===== src/rtl/cpu_pkg.sv =====
// Shared fetch definitions: FSM state encoding, instruction size and
// immediate field positions used by the branch-target logic.
package cpu_pkg;

    typedef enum logic [1:0] {
        IDLE = 2'd0,
        REQ  = 2'd1,
        HOLD = 2'd2
    } fetch_state_t;

    localparam int INSTR_BYTES = 4;

    localparam int IMM26_MSB = 25;
    localparam int IMM26_LSB = 0;
    localparam int IMM26_W   = IMM26_MSB - IMM26_LSB + 1;

    localparam int IMM19_MSB = 23;
    localparam int IMM19_LSB = 5;
    localparam int IMM19_W   = IMM19_MSB - IMM19_LSB + 1;

endpackage


===== src/rtl/instr_fetch_if.sv =====
// Fetch bundle: instruction-memory request/response plus the held
// instruction and its ack/branch feedback from decode.
interface instr_fetch_if;

    logic        imem_req;
    logic [63:0] imem_addr;
    logic        imem_ready;
    logic [31:0] imem_rdata;
    logic [31:0] instr;
    logic        instr_valid;
    logic        instr_ack;
    logic        BrTaken;
    logic        UncondBr;
    logic [63:0] pc;

    modport master (
        output imem_req,
        output imem_addr,
        input  imem_ready,
        input  imem_rdata,
        output instr,
        output instr_valid,
        input  instr_ack,
        input  BrTaken,
        input  UncondBr,
        output pc
    );

    modport slave (
        input  imem_req,
        input  imem_addr,
        output imem_ready,
        output imem_rdata,
        input  instr,
        input  instr_valid,
        output instr_ack,
        output BrTaken,
        output UncondBr,
        input  pc
    );

endinterface


===== src/rtl/instr_fetch_pc_next.sv =====
// Combinational next-pc: sequential step or word-scaled, sign-extended
// B (imm26) / CBZ (imm19) branch offset, 64-bit wrapping add.
module pc_next
    import cpu_pkg::*;
(
    input  logic [63:0]        pc,
    input  logic [IMM26_MSB:0] imm,
    input  logic               br_taken,
    input  logic               uncond,
    output logic [63:0]        npc
);

    logic [63:0] off26;
    logic [63:0] off19;
    logic [63:0] off;

    assign off26 = {{(64 - IMM26_W - 2){imm[IMM26_MSB]}},
                    imm[IMM26_MSB:IMM26_LSB], 2'b00};
    assign off19 = {{(64 - IMM19_W - 2){imm[IMM19_MSB]}},
                    imm[IMM19_MSB:IMM19_LSB], 2'b00};

    always_comb begin
        off = 64'(INSTR_BYTES);
        if (br_taken) begin
            off = uncond ? off26 : off19;
        end
    end

    assign npc = pc + off;

endmodule


===== src/rtl/instr_fetch.sv =====
// Instruction fetch: IDLE/REQ/HOLD FSM, pc and held-instruction registers.
// Define BR_STATS_EN to add saturating taken-branch counters.
module instr_fetch
    import cpu_pkg::*;
#(
    parameter logic [63:0] RESET_PC = 64'h0
)
(
    input  logic clk,
    input  logic reset,
    instr_fetch_if.master bus
`ifdef BR_STATS_EN
    ,
    output logic [31:0] br_count,
    output logic [31:0] ubr_count
`endif
);

    fetch_state_t state_q;
    fetch_state_t state_d;
    logic [63:0]  pc_q;
    logic [63:0]  npc;
    logic [31:0]  instr_q;
    logic         ack_ok;
    logic         cap_ok;

    assign ack_ok = (state_q == HOLD) && bus.instr_ack;
    assign cap_ok = (state_q == REQ) && bus.imem_ready;

    always_ff @(posedge clk or posedge reset) begin
        if (reset) begin
            state_q <= IDLE;
        end else begin
            state_q <= state_d;
        end
    end

    always_comb begin
        state_d = state_q;
        unique case (state_q)
            IDLE: state_d = REQ;
            REQ:  if (bus.imem_ready) state_d = HOLD;
            HOLD: if (bus.instr_ack) state_d = REQ;
            default: state_d = IDLE;
        endcase
    end

    always_comb begin
        bus.imem_req    = 1'b0;
        bus.instr_valid = 1'b0;
        unique case (state_q)
            REQ:  bus.imem_req    = 1'b1;
            HOLD: bus.instr_valid = 1'b1;
            default: ;
        endcase
    end

    pc_next u_pc_next (
        .pc       (pc_q),
        .imm      (instr_q[IMM26_MSB:0]),
        .br_taken (bus.BrTaken),
        .uncond   (bus.UncondBr),
        .npc      (npc)
    );

    always_ff @(posedge clk or posedge reset) begin
        if (reset) begin
            pc_q    <= RESET_PC;
            instr_q <= 32'h0;
        end else begin
            if (ack_ok) begin
                pc_q <= npc;
            end
            if (cap_ok) begin
                instr_q <= bus.imem_rdata;
            end
        end
    end

    assign bus.pc        = pc_q;
    assign bus.imem_addr = pc_q;
    assign bus.instr     = instr_q;

`ifdef BR_STATS_EN
    // Counters stick at all-ones rather than wrapping
    always_ff @(posedge clk or posedge reset) begin
        if (reset) begin
            br_count  <= 32'h0;
            ubr_count <= 32'h0;
        end else if (ack_ok && bus.BrTaken) begin
            if (br_count != 32'hFFFF_FFFF) begin
                br_count <= br_count + 32'd1;
            end
            if (bus.UncondBr && ubr_count != 32'hFFFF_FFFF) begin
                ubr_count <= ubr_count + 32'd1;
            end
        end
    end
`endif

endmodule


===== src/flat_wrapper.sv =====
// flat-port wrapper written by rule: the top's interface ports become plain ports
module instr_fetch_flat import cpu_pkg::*;
#(
    parameter logic [63:0] RESET_PC = 64'h0
)
  (clk, reset, bus_imem_req, bus_imem_addr, bus_imem_ready, bus_imem_rdata, bus_instr, bus_instr_valid, bus_instr_ack, bus_BrTaken, bus_UncondBr, bus_pc);
  instr_fetch_if bus_i ();
  input  logic clk;
  input  logic reset;
  output wire logic [$bits(bus_i.imem_req)-1:0] bus_imem_req;
  output wire logic [$bits(bus_i.imem_addr)-1:0] bus_imem_addr;
  input wire logic [$bits(bus_i.imem_ready)-1:0] bus_imem_ready;
  input wire logic [$bits(bus_i.imem_rdata)-1:0] bus_imem_rdata;
  output wire logic [$bits(bus_i.instr)-1:0] bus_instr;
  output wire logic [$bits(bus_i.instr_valid)-1:0] bus_instr_valid;
  input wire logic [$bits(bus_i.instr_ack)-1:0] bus_instr_ack;
  input wire logic [$bits(bus_i.BrTaken)-1:0] bus_BrTaken;
  input wire logic [$bits(bus_i.UncondBr)-1:0] bus_UncondBr;
  output wire logic [$bits(bus_i.pc)-1:0] bus_pc;
  assign bus_imem_req = bus_i.imem_req;
  assign bus_imem_addr = bus_i.imem_addr;
  assign bus_i.imem_ready = bus_imem_ready;
  assign bus_i.imem_rdata = bus_imem_rdata;
  assign bus_instr = bus_i.instr;
  assign bus_instr_valid = bus_i.instr_valid;
  assign bus_i.instr_ack = bus_instr_ack;
  assign bus_i.BrTaken = bus_BrTaken;
  assign bus_i.UncondBr = bus_UncondBr;
  assign bus_pc = bus_i.pc;
  instr_fetch #(.RESET_PC(RESET_PC)) u_core (.clk(clk), .reset(reset), .bus(bus_i));
endmodule

===== config.mk =====
export PLATFORM = sky130hd
export DESIGN_NAME = instr_fetch_flat
export DESIGN_NICKNAME = d
export VERILOG_FILES = /design/src/rtl/cpu_pkg.sv /design/src/rtl/instr_fetch_if.sv /design/src/rtl/instr_fetch_pc_next.sv /design/src/rtl/instr_fetch.sv /design/src/flat_wrapper.sv
export SDC_FILE = /design/constraint.sdc
export NUM_CORES = 1
export LEC_CHECK = 0
export ABC_AREA = 1
export BUFFER_PORTS_ARGS = -buffer_cell sky130_fd_sc_hd__buf_2
export CORE_MARGIN = 4
export CORE_UTILIZATION = 45
export DETAILED_ROUTE_END_ITERATION = 12
export PLACE_DENSITY = 0.73
export REMOVE_ABC_BUFFERS = 1
export SYNTH_ARGS = -nofsm -noshare
export SYNTH_HDL_FRONTEND = slang
export SYNTH_SLANG_ARGS = --single-unit

===== constraint.sdc =====
create_clock -name clk -period 3.5 [get_ports clk]
set_input_delay 0 -clock clk [delete_from_list [all_inputs] [get_ports clk]]
set_output_delay 0 -clock clk [all_outputs]
set_load 0.02 [all_outputs]

; ---- After elaboration in Yosys (flattened, before gate mapping)
; Index checks and enable logic that the tools add are counted.
[totals]
register_bits = 98
in_bits = 38
out_inout_bits = 162
word_cells = 19
[classes]
n_addsub = 1
eq_ne = 4
mux = 7
n_reduce_logical = 4
[op_table]
columns = op, n
row1 = $mux W64, 2
row2 = $add A64 B64 Y64, 1
row3 = $pmux W2 S3, 1
row4 = $mux W2, 2
row5 = $ne A2 B2 Y1 const B, 2
row6 = $eq A2 B1 Y1 const B, 1
row7 = $eq A2 B2 Y1 const B, 1
row8 = $logic_and A1 B1 Y1, 2
row9 = $logic_not A2 Y1, 1
row10 = $mux W1, 2
row11 = $reduce_and A2 Y1, 1

; ---- Logic depth before layout (Yosys ltp)
; Gate-level depths: netlist (run 1).
[depth]
depth_word = 3
mapped_depth = 21
depth_no_buf = 19

; ---- Hierarchy
; A second synthesis (run 1) with hierarchy kept.
[unflattened]
hier_cells = 1812
hier_area_um2 = 10635.2
[by_module_without_submodules]
columns = module, n_inst, cells_each, area_per_inst_um2, seq_area_each_um2
row1 = pc_next, 1, 1307, 6060.8, 0.0
row2 = instr_fetch, 1, 505, 4574.4, 2452.4

; ---- Worst setup path after synthesis (run 1)
; No wires, ideal clock.
[synth_timing]
path_kind = register to register
startpoint = register u_core.instr_q[23] (netlist: u_core.bus.instr[23])
endpoint = register u_core.pc_q[59] (netlist: u_core.bus.imem_addr[59])
setup_time_ns = 0.118
arrival_time_ns = 2.921
required_ns = 3.382
path_slack_ns = 0.461
path_stages_with_launch = 16
n_path_buf = 0
synth_period_minus_slack_ns = 3.039
cell_sequence = dfrtp_1 > nand2_2 > a21oi_2 > ha_1 > nand2_1 > inv_1 > nand2_1 > inv_1 > nand2_1 > nand2_1 > nand2_1 > nand2_1 > a21oi_1 > nand3_1 > nand3_1 > nand2_1
[synth_via]
elab_chain_len = 3
[synth_lines]
columns = item, line_no
row1 = from (decl), instr_fetch.sv:23  ; logic [31:0] instr_q;
row2 = from (signal assigned), instr_fetch.sv:75  ; instr_q <= bus.imem_rdata;
row3 = $mux W64, instr_fetch_pc_next.sv:25  ; off = uncond ? off26 : off19;
row4 = $mux W64, instr_fetch_pc_next.sv:24  ; if (br_taken) begin
row5 = $add A64 B64 Y64, instr_fetch_pc_next.sv:29  ; assign npc = pc + off;
row6 = to (signal assigned), instr_fetch.sv:72  ; pc_q <= npc;
row7 = to (decl), instr_fetch.sv:21  ; logic [63:0] pc_q;
; Every way passes these cells.
; A chain may end at the register's enable or synchronous reset.

; ---- Worst setup path after layout (run 1)
[layout_timing]
startpoint = register u_core.instr_q[23] (netlist: u_core.bus.instr[23])
endpoint = register u_core.pc_q[51] (netlist: u_core.bus.imem_addr[51])
; Same word-level chain as after synthesis.

==> flow_metrics.env, run 1 <==
export IMPL_cp_arrival_ps=3140
export IMPL_htreeDepth=3
export IMPL_tns_ps=0
export IMPL_cp_cell_sequence="nand2_2 -> a21oi_2 -> buf_12 -> ha_1 -> nand2_1 -> inv_1 -> nand2_1 -> inv_1 -> a21oi_1 -> nor2_1 -> nor2_1 -> nand4_1 -> nand3_1 -> nand2_1"
export IMPL_drtIter0Drc=919
export IMPL_finClkSkew_ps=18.1
export IMPL_synth_seq_area_share_pct=24.2
export IMPL_nets=1918
export IMPL_chipWidth_um=156
export IMPL_yosys_register_bits=96
export IMPL_final_cells=2103
export IMPL_p_leak_nw=6.99
export IMPL_grt_usage_pct=27.2
export IMPL_syn2layout_area_growth_pct=15.5
export IMPL_numCtsBuffers=9
export IMPL_synth_warnings=0
export IMPL_fill_cells=2253
export IMPL_die_area_mm2=0.0245
export IMPL_drtPass1Iterations=5
export IMPL_yosysUniqueCellTypes=38
export IMPL_drive_gt1_share_pct=16.8
export IMPL_placed_area_mm2=0.0108
export IMPL_cp_max_fo=37
export IMPL_crit_path_start_kind="register"
export IMPL_fmax_ghz=0.349
export IMPL_grt_pass1_vias=9643
export IMPL_portBuffers=195
export IMPL_drv_cap=0
export IMPL_synth_avg_cell_area_um2=6.01
export IMPL_clk_latency_ps=370
export IMPL_drtAntennaViolNets=0
export IMPL_die_y_um=156
export IMPL_crit_buf_inv=3
export IMPL_hold_violations=0
export IMPL_start_util_pct=45.6
export IMPL_use_met3_pct=3.21
export IMPL_grt_use_met2_pct=42.2
export IMPL_antenna_cells=0
export IMPL_rows=54
export IMPL_ios=200
export IMPL_multi_input_area_mm2=0.00579
export IMPL_critical_path_endpoint_type="register"
export IMPL_worst_slew_pin_slew_ps=871
export IMPL_use_met1_pct=40.6
export IMPL_drt_wl_total_um=33300
export IMPL_total_power_mw=10.2
export IMPL_dp_cells=2051
export IMPL_core_mm2=0.0218
export IMPL_slowest_stage="dfrtp_1"
export IMPL_cts_setup_buffers=0
export IMPL_drc=0
export IMPL_layout_min_cycle_time_ps=2870
export IMPL_grt_pass1_wl_um=52100
export IMPL_slew_headroom_pct=41.9
export IMPL_critical_path_required_ps=3770
export IMPL_drv_slew=0
export IMPL_cts_tree="done"
export IMPL_clkTransAtPathRegs_ps=90
export IMPL_cts_sinks=96
export IMPL_cts_root_buffer_cell="clkbuf_16"
export IMPL_clockBufferDepth=2
export IMPL_synth_area_mm2=0.00991
export IMPL_status="complete, no violations"
export IMPL_top_usage_layer="met2"
export IMPL_fin_hold_ws_ps=266
export IMPL_wire_per_inst_um=15.8
export IMPL_grt_antenna_before_repair=0
export IMPL_grt_max_degree=90
export IMPL_power_density_mw_per_mm2=887
export IMPL_stdcell_area_mm2=0.0114
export IMPL_vdd_ir_drop_worst_v=0.000515
export IMPL_synthCells=1649
export IMPL_place_detailed_hpwl_um=26600
export IMPL_critPathMaxStageDelay_ps=390
export IMPL_cp_common_cell="nand2_1"
export IMPL_hold_path_class="input port to async pin"
export IMPL_routed_via_density=4.89
export IMPL_path_delay_family="simple AND/OR/NAND/NOR gates"
export IMPL_via_count=10282
export IMPL_final_setup_viol_count=0
export IMPL_fin_crit_sh_pct=82.0
export IMPL_globalplace_congestion=1.01
export IMPL_worst_setup_path_type="register to register"
export IMPL_grt_overflow_total=0
export IMPL_regArea_mm2=0.00240
export IMPL_rsz0062_at_grt="false"
## area by class of cell
| class | count | share of cell area, % |
|---|---|---|
| flip-flops and latches | 96 | 21.0 |
| well taps | 280 | 3.06 |
| multi-input cells | 1162 | 50.6 |
| clock buffers | 9 | 1.97 |
| inverters | 307 | 10.1 |
| repair buffers | 242 | 12.5 |
| clock inverters | 7 | 0.831 |
## cells in the final DEF, fill, tap and decap left out, types with 4 or more instances in the layout
cell type      count
inv_2              7
buf_2            195
o21ai_0           36
o21ai_1           12
inv_1            297
and2_1             4
a21oi_1           45
nand3_2            4
dlygate4sd3_1     36
nor2_2            16
nand3b_1           8
dfrtp_1           96
ha_1              61
nand2_1          648
nor2_1           127
buf_4             10
clkbuf_16          9
o21bai_1           5
nand2_2           16
nor3_1             8
nand3_1           84
nand4_1            9
xnor2_1           24
conb_1             4
mux2_2            32
## Yosys cell counts
cell,n,share of area [%]
a21boi_1,1,0.076
clkbuf_1,12,0.45
and2_1,4,0.25
o21ai_0,36,1.8
conb_1,1,0.038
buf_4,66,5.0
o22ai_1,1,0.063
a21oi_1,45,2.3
xnor2_1,24,2.1
dfrtp_1,96,24
or2_1,2,0.13
or2_2,1,0.063
nand3_2,4,0.40
nor2_1,127,4.8
nor2_4,1,0.11
nor3_2,3,0.30
nor2_2,16,1.0
inv_2,7,0.27
buf_2,6,0.30
nor4_2,1,0.13
a21oi_2,1,0.088
nand3_1,84,4.2
nor3_4,2,0.33
o21ai_1,12,0.61
clkinv_1,2,0.076
o21bai_1,5,0.38
inv_1,298,11
ha_1,61,7.7
buf_1,3,0.11
nand4_1,9,0.57
mux2_2,32,3.6
nand3b_1,8,0.61
nand2_2,15,0.95
xor2_1,3,0.27
nor4_1,2,0.13
fa_1,1,0.20
nor3_1,8,0.40
nand2_1,649,25
## routing by layer
metal / vias up / routed length (um)
met4: 0 / 702
met2: 331 / 14300
met1: 4615 / 16200
met5: - / 0
li1: 5288 / -
met3: 48 / 2130
## sequential cells by signal (all words and copies together), names as in the netlist
signal / count
u_core.bus.imem_addr: 62
u_core.bus.instr: 32
u_core.state_q: 2
## tightest hold or removal path, delay by kind of cell
family | cells | cell delay [ps]
buffers and inverters | 3 | 1100
## stage by stage
stage | util [%] | setup WS, ps
global route | 52.6 | 470
global placement | 49.5 | 763
CTS | 52.6 | 741
floorplan | - | 7.62
detailed placement | 49.5 | 730
finish | 52.6 | 632
## cells by family (layout without fill, tap and decap cells)
kind of cell               count (synthesis)  after routing  share of synthesized area, %
AOI/OAI and AO/OA                        101            101                          5.30
xor gates and xnor gates                  27             27                          2.39
adders and majority gates                 62             62                          7.90
buffers and inverters                    394            565                          17.5
DFF                                       96             96                          24.2
muxes                                     32             32                          3.64
other                                      1              4                        0.0378
and+or+nand+nor                          936            936                          39.0
## final timing paths
kind / slack (ps) / endpoint / cells after the start / startpoint
hold / removal: 270 / u_core.bus.imem_addr[17] / 3 / reset
setup reg to reg: 630 / u_core.bus.imem_addr[51] / 14 / u_core.bus.instr[23]
hold reg to reg: 510 / u_core.bus.instr[29] / 1 / u_core.bus.instr[29]
setup / recovery: 630 / u_core.bus.imem_addr[51] / 14 / u_core.bus.instr[23]
max in group asynchronous: 2450 / u_core.bus.imem_addr[6] / 4 / reset
min in group clk: 270 / u_core.bus.imem_addr[2] / 6 / bus_BrTaken
## report_power, final
part	switching (mW)	internal, mW
combinational	4.50	2.29
clock	0.554	0.581
sequential	0.585	1.65
total	5.63	4.52
## repair_timing
item / CTS / global route
endpoints found under the setup margin: 0 / 0
gates resized for setup: 0 / 0
hold buffers: 36 / 0
endpoints found under the hold margin: 80 / 0
Note: power is estimated with default switching activity, not from simulation.
==> inputs of run 2 (changes only) <==
--- a/config.mk
+++ b/config.mk
@@ -5,12 +5,12 @@
 export SDC_FILE = /design/constraint.sdc
 export NUM_CORES = 1
 export LEC_CHECK = 0
-export ABC_AREA = 1
+export ABC_AREA = 0
 export BUFFER_PORTS_ARGS = -buffer_cell sky130_fd_sc_hd__buf_2
 export CORE_MARGIN = 4
 export CORE_UTILIZATION = 45
 export DETAILED_ROUTE_END_ITERATION = 12
-export PLACE_DENSITY = 0.73
+export PLACE_DENSITY = 0.78
 export REMOVE_ABC_BUFFERS = 1
 export SYNTH_ARGS = -nofsm -noshare
 export SYNTH_HDL_FRONTEND = slang
==> constraint.sdc (replaced) <==
create_clock -name clk -period 2.4 [get_ports clk]
set_input_delay 0 -clock clk [delete_from_list [all_inputs] [get_ports clk]]
set_output_delay 0 -clock clk [all_outputs]
set_load 0.02 [all_outputs]
==> run 2 against run 1 <==
Net effect:
- the flow now finishes with violations (negative setup slack)
- highest routed layer unchanged
- total power grew 95%
- setup slack lost 1600 ps
- global-route usage grew 1.7 points
- synthesized area shrank 15%
- combinational power grew 120%
- sequential cell count is the same
- register-to-register slack lost 1600 ps
==> flow_metrics.env, run 2 <==
export IMPL_status="finished, violations left"
export IMPL_violations="negative setup slack"
export IMPL_numCtsBuffers=9
export IMPL_wire_per_inst_um=19.5
export IMPL_grt_antenna_before_repair=1
export IMPL_die_y_um=145
export IMPL_hold_path_class="input port to register"
export IMPL_portBuffers=195
export IMPL_via_count=9765
export IMPL_worst_slack_ps=-933
export IMPL_crit_buf_inv=2
export IMPL_die_area_mm2=0.0209
export IMPL_placed_area_mm2=0.0114
export IMPL_synth_top_area_share_pct=28.6
export IMPL_synthTopCellsByCount="nand2_1, dfrtp_1, a21oi_1"
export IMPL_finClkSkew_ps=11.6
export IMPL_cts_tree="done"
export IMPL_cts_sinks=96
export IMPL_pre_cts_ws_ps=-951
export IMPL_grt_max_degree=67
export IMPL_synth_edf_count=0
export IMPL_cp_arrival_ps=3610
export IMPL_nets=1570
export IMPL_drtPass1Iterations=5
export IMPL_synth_area_mm2=0.00840
export IMPL_fin_crit_sh_pct=139
export IMPL_drv_slew=0
export IMPL_critPathMaxStageDelay_ps=520
export IMPL_tns_ps=-34320
export IMPL_drive_gt1_share_pct=50.7
export IMPL_fmax_ghz=0.300
export IMPL_ys_flop_type="dfrtp_1"
export IMPL_synth_area_leader_cell="dfrtp_1"
export IMPL_cts_root_buffer_cell="clkbuf_16"
export IMPL_chipWidth_um=145
export IMPL_cp_max_fo=3
export IMPL_cp_common_cell="buf_6"
export IMPL_crit_path_start_kind="register"
export IMPL_worst_slew_pin_slew_ps=868
export IMPL_rsz0062_at_grt="true"
export IMPL_grt_pass1_vias=9661
export IMPL_grt_usage_pct=29.0
export IMPL_p_leak_nw=6.61
export IMPL_globalplace_congestion=0.908
export IMPL_clkTransAtPathRegs_ps=80
export IMPL_clk_latency_ps=370
export IMPL_clockBufferDepth=2
export IMPL_drt_wl_total_um=33200
export IMPL_yosysMostFrequentCell="nand2_1"
export IMPL_vdd_ir_drop_worst_v=0.000885
export IMPL_critical_path_required_ps=2680
export IMPL_hold_violations=0
export IMPL_drtAntennaViolNets=0
export IMPL_rows=49
export IMPL_drv_cap=0
export IMPL_synth_top_cells_by_area="dfrtp_1, ha_1, buf_4, nand2_1, a21oi_1"
export IMPL_final_common_cell="buf_4"
export IMPL_power_density_mw_per_mm2=1500
export IMPL_synth_avg_cell_area_um2=8.63
export IMPL_fin_hold_ws_ps=271
export IMPL_core_mm2=0.0181
export IMPL_layout_min_cycle_time_ps=3330
export IMPL_yosysUniqueCellTypes=82
export IMPL_async_flop_share_pct=100
export IMPL_final_setup_viol_count=55
export IMPL_yosys_register_bits=96
export IMPL_final_cell_mix="buf_4, buf_2, nand2_1"
export IMPL_cp_cell_sequence="buf_6 -> mux2i_1 -> nor2b_1 -> ha_1 -> and3_4 -> and2_4 -> a2111oi_4 -> a21boi_4 -> o2111a_2 -> o21ai_4 -> nand3_2 -> buf_6 -> xnor2_2 -> o21ai_1"
export IMPL_synthCells=973
export IMPL_drc=0
export IMPL_slew_headroom_pct=42.1
export IMPL_start_util_pct=46.3
export IMPL_place_detailed_hpwl_um=21100
export IMPL_htreeDepth=3
export IMPL_synth_seq_area_share_pct=28.6
export IMPL_stdcell_area_mm2=0.0133
export IMPL_routed_via_density=5.72
export IMPL_synth_warnings=0
export IMPL_ios=200
export IMPL_slowest_stage="a2111oi_4"
export IMPL_worst_setup_path_type="register to register"
export IMPL_largest_reg_flops=62
export IMPL_critical_path_endpoint_type="register"
export IMPL_path_delay_family="compound AO/OA/AOI/OAI gates"
export IMPL_grt_pass1_wl_um=48200
export IMPL_drtIter0Drc=669
export IMPL_syn2layout_area_growth_pct=57.8
export IMPL_grt_overflow_total=0
-- run 2: changes by cell type in the layout (fill, tap and decap cells not counted), sizes merged, moves of 22 or more --
cell,change
nor2b,+23
a21o,+22
nand3,-76
inv,-279
a21oi,+40
nand2,-542
buf,+352
o21ai,+27
nor2,-107
-- run 2: final timing paths --
path / from / slack [ps] / endpoint / cells after the start
worst max-delay path: u_core.bus.instr[6] / -930 / u_core.bus.imem_addr[51] / 14
worst min-delay path: bus_BrTaken / 270 / u_core.bus.imem_addr[2] / 5
worst max register to register: u_core.bus.instr[6] / -930 / u_core.bus.imem_addr[51] / 14
worst min register to register: u_core.bus.instr[31] / 510 / u_core.bus.instr[31] / 1
max in group asynchronous: reset / 1310 / u_core.bus.imem_addr[37] / 4
min in group asynchronous: reset / 400 / u_core.bus.instr[0] / 3
-- run 2: kinds of logic (layout without fill, tap and decap cells) --
kind of cell    count (synthesis)  in the layout  synth area share (%)
xor+xnor                       44             44                  4.59
fa+ha+maj                      62             62                  9.33
other cells                     1              6                0.0446
simple gates                  282            282                  16.6
compound gates                297            297                  23.2
buf+inv                       137            636                  10.7
flops                          96             96                  28.6
mux                            54             54                  6.93
-- run 2: per-stage QoR --
step	utilization, %	std cells	total power, mW
3_5_place_dp	62.6	1608	15.7
4_1_cts	70.8	1698	18.6
3_3_place_gp	62.6	1608	15.3
2_1_floorplan	-	865	9.51
5_1_grt	73.0	1704	20.9
6_report	73.0	1706	19.8
-- run 2: layout make-up --
type / count / area, um^2
antenna: 2 / 5.00
clock buffer: 9 / 225
clock inverter: 7 / 92.6
fill: 1215 / 4890
inverter: 26 / 103
multi-input combinational: 743 / 5880
sequential: 96 / 2400
tap: 229 / 287
timing repair buffer: 594 / 4250
-- run 2: repair_timing --
item,4_1_cts,5_1_grt
resized for setup,139,89
cloned,0,0
hold buffers,36,0
setup buffers,40,27
pin swaps,68,74
endpoints found under the setup margin,53,55
hold endpoints to repair,99,0
-- run 2: power breakdown --
part,switching [mW],total [mW],internal [mW]
logic,8.05,15.1,7.03
clock network,0.780,1.63,0.846
registers,0.726,3.12,2.39
-- run 2: per-layer routing --
metal | track usage, % | vias to the layer above | routed length [um]
li1 | - | 4458 | -
met1 | 33.2 | 4701 | 12500
met2 | 52.7 | 474 | 16900
met3 | 5.16 | 132 | 2400
met4 | 12.2 | 0 | 1490
met5 | 0 | - | 0
-- run 2: tightest hold or removal path, stage by stage --
cell and delay [ps]:
buf_2 230, nand2_1 130, ha_2 150, nand2_1 40, nand2_1 50
